**config.mk**
```make
export PLATFORM = sky130hd
export DESIGN_NAME = lzd_normalizer
export DESIGN_NICKNAME = d
export VERILOG_FILES = /design/src/rtl/lzd_normalizer.sv
export SDC_FILE = /design/constraint.sdc
export NUM_CORES = 1
export LEC_CHECK = 0
export ABC_AREA = 1
export BUFFER_PORTS_ARGS = -buffer_cell sky130_fd_sc_hd__buf_4
export CAP_MARGIN = 20
export CELL_PAD_IN_SITES_DETAIL_PLACEMENT = 0
export CELL_PAD_IN_SITES_GLOBAL_PLACEMENT = 1
export CORE_MARGIN = 8
export CORE_UTILIZATION = 30
export CTS_CLUSTER_SIZE = 20
export DETAILED_ROUTE_END_ITERATION = 16
export PLACE_DENSITY_LB_ADDON = 0.12
export SKIP_LAST_GASP = 1
export SYNTH_ARGS = -nofsm -noshare
export SYNTH_HDL_FRONTEND = slang
export SYNTH_SLANG_ARGS = --single-unit
```
**constraint.sdc**
```tcl
create_clock -name clk_i -period 1.67 [get_ports clk_i]
set_clock_uncertainty 0.15 [all_clocks]
set_input_delay 0.2505 -clock clk_i [delete_from_list [all_inputs] [get_ports clk_i]]
set_output_delay 0.2505 -clock clk_i [all_outputs]
set_load 0.03 [all_outputs]
```
**src/rtl/lzd_normalizer.sv**
```systemverilog
// rtl/lzd_normalizer.sv - two-stage pipelined leading-zero normalizer (A << lzc), valid/ready on both sides.
// Optional saturating zero-result transfer counter enabled by LZD_NORM_ZERO_CNT_EN.

module prefix_and #(
    parameter int width = 8,
    parameter bit speed = 1'b1
) (
    input  logic [width-1:0] x,
    output logic [width-1:0] y
);
    // y[i] = &x[width-1:i]; speed=1 selects a log-depth parallel prefix, speed=0 a ripple chain.
    localparam int LV = $clog2(width);

    generate
        if (speed) begin : g_fast
            always_comb begin
                logic [width-1:0] cur;
                logic [width-1:0] nxt;
                cur = x;
                nxt = x;
                for (int k = 0; k < LV; k++) begin
                    for (int i = 0; i < width; i++) begin
                        if (i + (1 << k) < width) begin
                            nxt[i] = cur[i] & cur[i + (1 << k)];
                        end else begin
                            nxt[i] = cur[i];
                        end
                    end
                    cur = nxt;
                end
                y = cur;
            end
        end else begin : g_slow
            always_comb begin
                logic acc;
                acc = 1'b1;
                y   = '0;
                for (int i = width - 1; i >= 0; i--) begin
                    acc  = acc & x[i];
                    y[i] = acc;
                end
            end
        end
    endgenerate
endmodule

module lead_zero_det #(
    parameter int width = 8,
    parameter bit speed = 1'b1
) (
    input  logic [width-1:0] a,
    output logic [width-1:0] onehot
);
    // all_zero_above[j] is set when every bit above position j is zero.
    logic [width-2:0] all_zero_above;

    prefix_and #(
        .width(width - 1),
        .speed(speed)
    ) u_prefix (
        .x(~a[width-1:1]),
        .y(all_zero_above)
    );

    always_comb begin
        onehot            = '0;
        onehot[width-1]   = a[width-1];
        for (int i = 0; i < width - 1; i++) begin
            onehot[i] = a[i] & all_zero_above[i];
        end
    end
endmodule

module lzd_normalizer #(
    parameter int width = 8,
    parameter bit speed = 1'b1,
    localparam int CW = $clog2(width + 1)
) (
    input  logic             clk_i,
    input  logic             rst_ni,
    input  logic             flush_i,
    input  logic             in_valid_i,
    output logic             in_ready_o,
    input  logic [width-1:0] A_i,
    output logic             out_valid_o,
    input  logic             out_ready_i,
    output logic [width-1:0] Z_o,
    output logic [CW-1:0]    cnt_o,
    output logic             zero_o
`ifdef LZD_NORM_ZERO_CNT_EN
    ,
    output logic [15:0]      zero_cnt_o
`endif
);
    logic [width-1:0] onehot;
    logic [CW-1:0]    lzc;

    logic             s1_valid;
    logic [width-1:0] s1_a;
    logic [CW-1:0]    s1_cnt;
    logic             s1_zero;
    logic             s2_valid;

    logic             s1_adv;
    logic             s2_adv;

    lead_zero_det #(
        .width(width),
        .speed(speed)
    ) u_lzd (
        .a(A_i),
        .onehot(onehot)
    );

    // One-hot at position p means width-1-p leading zeros; no bit set means the operand is zero.
    always_comb begin
        lzc = CW'(width);
        for (int p = 0; p < width; p++) begin
            if (onehot[p]) begin
                lzc = CW'(width - 1 - p);
            end
        end
    end

    assign s2_adv      = ~s2_valid | out_ready_i;
    assign s1_adv      = ~s1_valid | s2_adv;
    assign in_ready_o  = s1_adv;
    assign out_valid_o = s2_valid;

    always_ff @(posedge clk_i) begin
        if (!rst_ni) begin
            s1_valid <= 1'b0;
            s1_a     <= '0;
            s1_cnt   <= '0;
            s1_zero  <= 1'b0;
            s2_valid <= 1'b0;
            Z_o      <= '0;
            cnt_o    <= '0;
            zero_o   <= 1'b0;
        end else if (flush_i) begin
            s1_valid <= 1'b0;
            s2_valid <= 1'b0;
        end else begin
            if (s2_adv) begin
                s2_valid <= s1_valid;
                if (s1_valid) begin
                    Z_o    <= s1_a << s1_cnt;
                    cnt_o  <= s1_cnt;
                    zero_o <= s1_zero;
                end
            end
            if (s1_adv) begin
                s1_valid <= in_valid_i;
                if (in_valid_i) begin
                    s1_a    <= A_i;
                    s1_cnt  <= lzc;
                    s1_zero <= (A_i == '0);
                end
            end
        end
    end

`ifdef LZD_NORM_ZERO_CNT_EN
    // A flush discards the item in the output stage, so that transfer is not counted.
    always_ff @(posedge clk_i) begin
        if (!rst_ni) begin
            zero_cnt_o <= '0;
        end else if (s2_valid && out_ready_i && !flush_i && zero_o && (zero_cnt_o != 16'hFFFF)) begin
            zero_cnt_o <= zero_cnt_o + 16'd1;
        end
    end
`endif
endmodule

```
# [Yosys cells after proc, flatten, opt, wreduce, memory -nomap -nowiden]
# Cells that the tools add are included.
[totals] elab_cells=49 reg_bits=28 output_inout_bits=15
[op_classes] mux=8 bitwise_logic=28 n_reduce_logical=4 n_shift=1
[ops] operator="4-bit 2-to-1 mux" count=8
[ops] operator="1-bit AND" count=21
[ops] operator="8-bit logical NOT" count=1
[ops] operator="8-bit by 4-bit left shift with 8-bit output" count=1
[ops] operator="7-bit inverter" count=1
[ops] operator="3-bit AND reduction" count=2
[ops] operator="1-bit inverter" count=4
[ops] operator="1-bit OR" count=2
[ops] operator="2-bit OR reduction" count=1

# [Longest topological paths before layout]
# Gate-level depths: netlist of run 1.
[logic_depth] depth_word=13 mapped_depth=9 mapped_depth_nobuf=9

# [By module]
# A second synthesis of run 1 with hierarchy kept.
[hier_totals] cells_unflattened=234 hier_area_um2=1510.2
[modules_own_cells] mod="lzd_normalizer" instances=1 cells_per_inst=194 area_per_inst_um2=1336.3
[modules_own_cells] mod="prefix_and" instances=1 cells_per_inst=18 area_per_inst_um2=87.6
[modules_own_cells] mod="lead_zero_det" instances=1 cells_per_inst=22 area_per_inst_um2=86.3

# [Worst setup path before layout of run 1]
# Ideal clock, no wire load.
[synth_timing] kind="register to register" start="register s2_valid (netlist: out_valid_o)" end="register s1_a[5]" period_less_slack_ns=1.673 stages_incl_launch_ff=6 arrival_ns=1.404 required_time_ns=1.401 path_slack_ns=-0.003 path_cell_list="dfxtp_1 > nand3_1 > nand2_2 > inv_2 > o21ai_0 > a21oi_1"
[synth_via] elab_chain_len=4
[synth_rtl] element="start, declared" line="102" text="logic s2_valid;"
[synth_rtl] element="start signal, assigned" line="145" text="s2_valid <= s1_valid;"
[synth_rtl] element="1-bit inverter" line="125" text="assign s2_adv = ~s2_valid | out_ready_i;"
[synth_rtl] element="1-bit OR" line="125"
[synth_rtl] element="1-bit OR" line="126" text="assign s1_adv = ~s1_valid | s2_adv;"
[synth_rtl] element="named net in_ready_o" line="83" text="output logic in_ready_o,"
[synth_rtl] element="3-bit AND reduction (no line)"
[synth_rtl] element="end signal, assigned" line="155" text="s1_a <= A_i;"
[synth_rtl] element="end, declared" line="99" text="logic [width-1:0] s1_a;"
# The timed path passes the listed nets, and every way through them passes these cells.
# A chain may end at the register's enable or synchronous reset.

# [Final worst setup path of run 1]
[layout_timing] start="register s2_valid (netlist: out_valid_o)" end="register s1_a[4]"
[layout_via] elab_chain_len=4
[layout_rtl] element="1-bit inverter" line="125"
[layout_rtl] element="1-bit OR" line="125"
[layout_rtl] element="1-bit OR" line="126"
[layout_rtl] element="3-bit AND reduction (no line)"
# No other way between the ends.

==> results of run 1 <==
## where the power goes
part | internal, W | total, W | switching [W]
combinational | 0.0000670 | 0.000180 | 0.000113
sequential | 0.000691 | 0.000707 | 0.0000162
clock | 0.000211 | 0.000422 | 0.000211
total | 0.000969 | 0.00131 | 0.000340
## area by class of cell
| type | count | share of cell area (%) |
|---|---|---|
| multi-input cells | 142 | 40.42 |
| flip-flops and latches | 28 | 33.79 |
| repair buffers | 29 | 13.12 |
| inverters | 24 | 5.430 |
| well taps | 52 | 3.922 |
| clock buffers | 4 | 3.318 |
## metrics by stage
| step | util [%] | area [um2] | setup WS [ps] | hold slack, ps | instances |
|---|---|---|---|---|---|
| finish | 38.10 | 1659 | 286.6 | 92.33 | 279 |
| global route | 38.10 | 1659 | 177.7 | 83.94 | 279 |
| CTS | 38.10 | 1659 | 281.8 | 84.34 | 279 |
| detailed placement | 36.84 | 1604 | 240.5 | 307.6 | 275 |
| global placement | 36.84 | 1604 | 296.5 | 303.3 | 275 |
| floorplan | - | 1360 | 140.5 | 238.9 | 199 |
## state kept, by name (all words and copies together), names as in the netlist
signal       flops
zero_o           1
s1_a             8
cnt_o            4
out_valid_o      1
s1_valid         1
s1_zero          1
Z_o              8
s1_cnt           4
## kinds of logic after synthesis
group           Yosys count  share of synthesized area, %
flops                    28                         41.37
compound gates           44                         16.90
buf+inv                  29                         9.510
simple gates             98                         32.23
## layer usage
layer / wire length, um / up-vias / GRT usage [%] / part of all wire, %
met4: 64 / 0 / 4.792 / 1.9
met2: 1539 / 26 / 16.34 / 47
met3: 135 / 5 / 1.758 / 4.1
met5: 0 / - / 0 / 0
li1: - / 694 / - / -
met1: 1567 / 562 / 11.56 / 47
## critical path, stage by stage (launching register included)
cell     delay, ps
dfxtp_1        370
nand3_2        120
nand2_2        260
inv_2          140
o21ai_0        190
a21oi_1         50
## worst max-delay path by stage
stage / end / depth (start not counted) / slack (ps) / start
finish: s1_a[4]$_SDFFE_PN0P_ / 5 / 290 / out_valid_o$_SDFFE_PP0P_
detailed placement: s1_a[4]$_SDFFE_PN0P_ / 7 / 240 / out_ready_i
global placement: s1_zero$_SDFFE_PN0P_ / 7 / 300 / out_ready_i
global route: s1_a[4]$_SDFFE_PN0P_ / 5 / 180 / out_valid_o$_SDFFE_PP0P_
CTS: s1_a[4]$_SDFFE_PN0P_ / 5 / 280 / out_valid_o$_SDFFE_PP0P_
floorplan: s1_a[5]$_SDFFE_PN0P_ / 5 / 140 / out_valid_o$_SDFFE_PP0P_
## cell usage after synthesis, drive strengths merged
master	n
nand3b	1
nand4	2
clkbuf	2
a21oi	22
or2	1
inv	24
o21ai	20
buf	3
nand3	12
a211oi	1
nor2	23
o211ai	1
nand2	57
nor3	2
dfxtp	28
==> impl_metrics.env, run 1 <==
export IMPL_status="finished, final reports clean"
export IMPL_synth_largest_area_cell="dfxtp_1"
export IMPL_port_buffers=27
export IMPL_netlist_area_um2=1355
export IMPL_ir_drop_uv=352.1
export IMPL_power_total_w=0.001309
export IMPL_num_vias=1287
export IMPL_worst_path_max_fanout=17
export IMPL_multi_input_comb_area_um2=670.6
export IMPL_synth_top_cell_area_share_pct=41.37
export IMPL_fp_dieH_um=83.21
export IMPL_coreArea_um2=4354
export IMPL_final_common_cell="nand2_1"
export IMPL_max_cap_violations=0
export IMPL_worstRegToRegCells=5
export IMPL_rows=24
export IMPL_fin_setup_tns_ps=0
export IMPL_nFillCells=472
export IMPL_finalMaxSlewViolations=0
export IMPL_dr_first_iter_drc_count=55
export IMPL_reg2reg_to="s1_a[4]$_SDFFE_PN0P_"
export IMPL_max_slew_margin_rel_pct=70.55
export IMPL_grt_overflow_total=0
export IMPL_fp_dieArea_um2=6923
export IMPL_first_global_vias=1258
export IMPL_ioPinCount=28
export IMPL_endpoint_kind="flop"
export IMPL_rsz0062_at_grt="false"
export IMPL_hold_path_end="s1_valid$_SDFFE_PP0P_"
export IMPL_ys_ff_latch=28
export IMPL_p_per_area_nw_per_um2=789.1
export IMPL_r2r_start="out_valid_o$_SDFFE_PP0P_"
export IMPL_cp_start_kind="flop"
export IMPL_n_antenna_cell=0
export IMPL_dr_pass1_iters=4
export IMPL_cts_hold_buf=0
export IMPL_cts_tree="built"
export IMPL_cts_root_buf="clkbuf_8"
export IMPL_holdPathStages=3
export IMPL_antenna_found_initial=0
export IMPL_drc_errors=0
export IMPL_hold_path_class="in -> reg"
export IMPL_syn_nets=212
export IMPL_start_util_pct=31.12
export IMPL_grt_usage_pct=9.738
export IMPL_ys_top_cells_by_area="dfxtp_1 41%, nand2_1 15%, a21oi_1 8.1%, o21ai_0 5.9%, inv_1 5.8%"
export IMPL_worst_slew_pin_slew_ps=441.2
export IMPL_synth_avg_cell_area_um2=6.809
export IMPL_final_hold_viol_count=0
export IMPL_p_leak_nw=0.7489
export IMPL_die_width_um=83.21
export IMPL_post_cts_buffers=0
export IMPL_fmax_mhz=722.9
export IMPL_nets=241
export IMPL_area_delta_synth_final_pct=22.44
export IMPL_drt_total_wl_um=3306
export IMPL_path_class="reg -> reg"
export IMPL_place_hpwl_um=2652
export IMPL_syn_inst=199
export IMPL_cts_buffer_depth=2
export IMPL_period_minus_slack_ps=1383
export IMPL_yosys_cell_types_count=24
export IMPL_htreeDepth=1
export IMPL_cts_num_sinks=28
export IMPL_hp_start="in_valid_i"
export IMPL_seq_area_um2=560.5
export IMPL_grt_pass1_wl_um=5789
export IMPL_path_clk_slew_ps=100
export IMPL_globalplace_congestion=0.7893
export IMPL_drive_above_1_share_pct=19.82
export IMPL_cts_made_buffers=3
export IMPL_period_share_pct=82.84
export IMPL_insertion_delay_ps=270
export IMPL_rrSetupSlack_ps=290
export IMPL_layout_common_cells="55 x nand2_1, 29 x buf_4, 28 x dfxtp_1, 22 x a21oi_1, 21 x inv_1"
export IMPL_ant_nets=0
export IMPL_setup_viol_count_final=0
export IMPL_routedWlPerCell_um=11.85
export IMPL_via_per_inst=4.613
export IMPL_worstPathRequired_ps=1690
export IMPL_postCtsResizedCells=0
export IMPL_ys_warn_count=0
export IMPL_cp_data_arrival_time_ps=1410
export IMPL_ys_seq_area_share_pct=41.37
export IMPL_grt_max_degree=18
Power figures use the tool's default switching activity.
==> run 2: changes to the inputs <==
Clock period 1.67 ns to 1.4 ns, I/O delays scaled along.
==> run 2 against run 1 <==
Global-route usage about the same. Combinational power up 30%. First-iteration DRC count down 36%. Clock power up 18%. Count of clock-buffer cells in the layout unchanged. Cell count up 2.9%. Via count up 2.2%. Highest routed layer unchanged.
==> impl_metrics.env, run 2 (synthesis gave the netlist of run 1 again) <==
export IMPL_cts_num_sinks=28
export IMPL_worst_path_max_fanout=3
export IMPL_final_hold_viol_count=0
export IMPL_seqPwrFrac_pct=53.4
export IMPL_holdPathStages=3
export IMPL_num_vias=1315
export IMPL_port_buffers=27
export IMPL_p_per_area_nw_per_um2=906.3
export IMPL_period_minus_slack_ps=1325
export IMPL_via_per_inst=4.582
export IMPL_die_width_um=83.21
export IMPL_p_leak_nw=0.7873
export IMPL_globalplace_congestion=0.7736
export IMPL_cp_data_arrival_time_ps=970
export IMPL_dr_pass1_iters=4
export IMPL_cp_start_kind="flop"
export IMPL_ir_drop_uv=469.3
export IMPL_final_common_cell="nand2_1"
export IMPL_max_cap_violations=0
export IMPL_rows=24
export IMPL_cts_root_buf="clkbuf_8"
export IMPL_layout_common_cells="55 x nand2_1, 37 x buf_4, 26 x dfxtp_1, 22 x a21oi_1, 20 x inv_1"
export IMPL_fp_dieArea_um2=6923
export IMPL_insertion_delay_ps=270
export IMPL_drc_errors=0
export IMPL_worstRegToRegCells=8
export IMPL_grt_overflow_total=0
export IMPL_cts_buffer_depth=2
export IMPL_fmax_mhz=754.7
export IMPL_start_util_pct=31.12
export IMPL_finalMaxSlewViolations=0
export IMPL_period_share_pct=94.65
export IMPL_cts_made_buffers=3
export IMPL_setup_viol_count_final=0
export IMPL_grt_pass1_wl_um=5720
export IMPL_hold_path_class="in -> reg"
export IMPL_n_antenna_cell=0
export IMPL_setup_slack_ps=74.89
export IMPL_grt_max_degree=16
export IMPL_antenna_found_initial=0
export IMPL_htreeDepth=1
export IMPL_fp_dieH_um=83.21
export IMPL_p_comb_share_pct=14.9
export IMPL_rsz0062_at_grt="true"
export IMPL_place_hpwl_um=2741
export IMPL_p_int_w=0.001168
export IMPL_path_clk_slew_ps=90
export IMPL_path_class="reg -> out"
export IMPL_clockPowerShare_pct=31.7
export IMPL_top_regs="Z_o x8, s1_a x8"
export IMPL_grt_usage_pct=9.774
export IMPL_cts_tree="built"
export IMPL_routedWlPerCell_um=11.49
export IMPL_max_slew_margin_rel_pct=85.39
export IMPL_drive_above_1_share_pct=24.26
export IMPL_nets=249
export IMPL_coreArea_um2=4354
export IMPL_dr_first_iter_drc_count=35
export IMPL_fin_setup_tns_ps=0
export IMPL_pre_cts_slack_ps=73.32
export IMPL_worst_slew_pin_slew_ps=216.9
export IMPL_endpoint_kind="primary output"
export IMPL_netSwitchingFraction_pct=25.66
export IMPL_area_delta_synth_final_pct=27.98
export IMPL_switching_power_w=0.0004033
export IMPL_ioPinCount=28
export IMPL_drt_total_wl_um=3297
export IMPL_first_global_vias=1270
export IMPL_worstPathRequired_ps=1040
export IMPL_ant_nets=0
export IMPL_status="finished, final reports clean"
==> run 2: cell types whose count changed in the layout (fill, tap and decap cells not counted), sizes merged <==
cell / before / now
buf: 29 / 37
==> run 2: routing by layer <==
| metal | up-vias | wire [um] | global-route usage [%] |
|---|---|---|---|
| met1 | 575 | 1601 | 11.72 |
| met5 | - | 0 | 0 |
| met3 | 4 | 128 | 2.148 |
| met2 | 23 | 1506 | 15.98 |
| met4 | 0 | 60 | 4.792 |
| li1 | 713 | - | - |
==> run 2: area by class of cell <==
cell class / instances / area (um2)
inverter: 24 / 92.59
tap: 52 / 65.06
sequential: 28 / 563.0
timing repair buffer: 37 / 277.8
multi-input combinational: 142 / 680.7
clock buffer: 4 / 55.05
fill: 488 / 2620
==> run 2: per-stage QoR <==
stage               util, %  hold WS [ps]  power, W  instances  cell area [um2]
finish                39.83         41.96  0.001572        287             1734
CTS                   39.51         43.63  0.001587        286             1720
global placement      38.25         306.5  0.001091        282             1665
detailed placement    38.25         306.0  0.001093        282             1665
global route          39.83         33.77  0.001658        287             1734
floorplan                 -         198.4  0.001001        199             1369
==> run 2: worst paths after layout <==
path / slack [ps] / startpoint / end
max: 70 / s1_valid$_SDFFE_PP0P_ / in_ready_o
min: 40 / in_valid_i / s1_valid$_SDFFE_PP0P_
max reg2reg: 100 / s1_valid$_SDFFE_PP0P_ / Z_o[7]$_SDFFE_PN0P_
min reg2reg: 320 / Z_o[5]$_SDFFE_PN0P_ / Z_o[5]$_SDFFE_PN0P_
==> run 2: timing repair <==
action	CTS	global route
gates resized for setup	0	4
endpoints found under the setup margin	0	8
setup buffers	0	1
hold buffers	0	0
==> run 2: power by group through the flow <==
stage | logic, W | registers, W | clock network (W)
finish | 0.000234 | 0.000840 | 0.000498
global route | 0.000264 | 0.000845 | 0.000549
CTS | 0.000234 | 0.000841 | 0.000513
detailed placement | 0.000233 | 0.000859 | 0
global placement | 0.000233 | 0.000859 | 0
floorplan | 0.000129 | 0.000872 | 0
==> run 2: critical path: stages (launching register included) <==
cell     delay (ps)
dfxtp_2         330
buf_4           130
nand3_4          80
buf_4           160
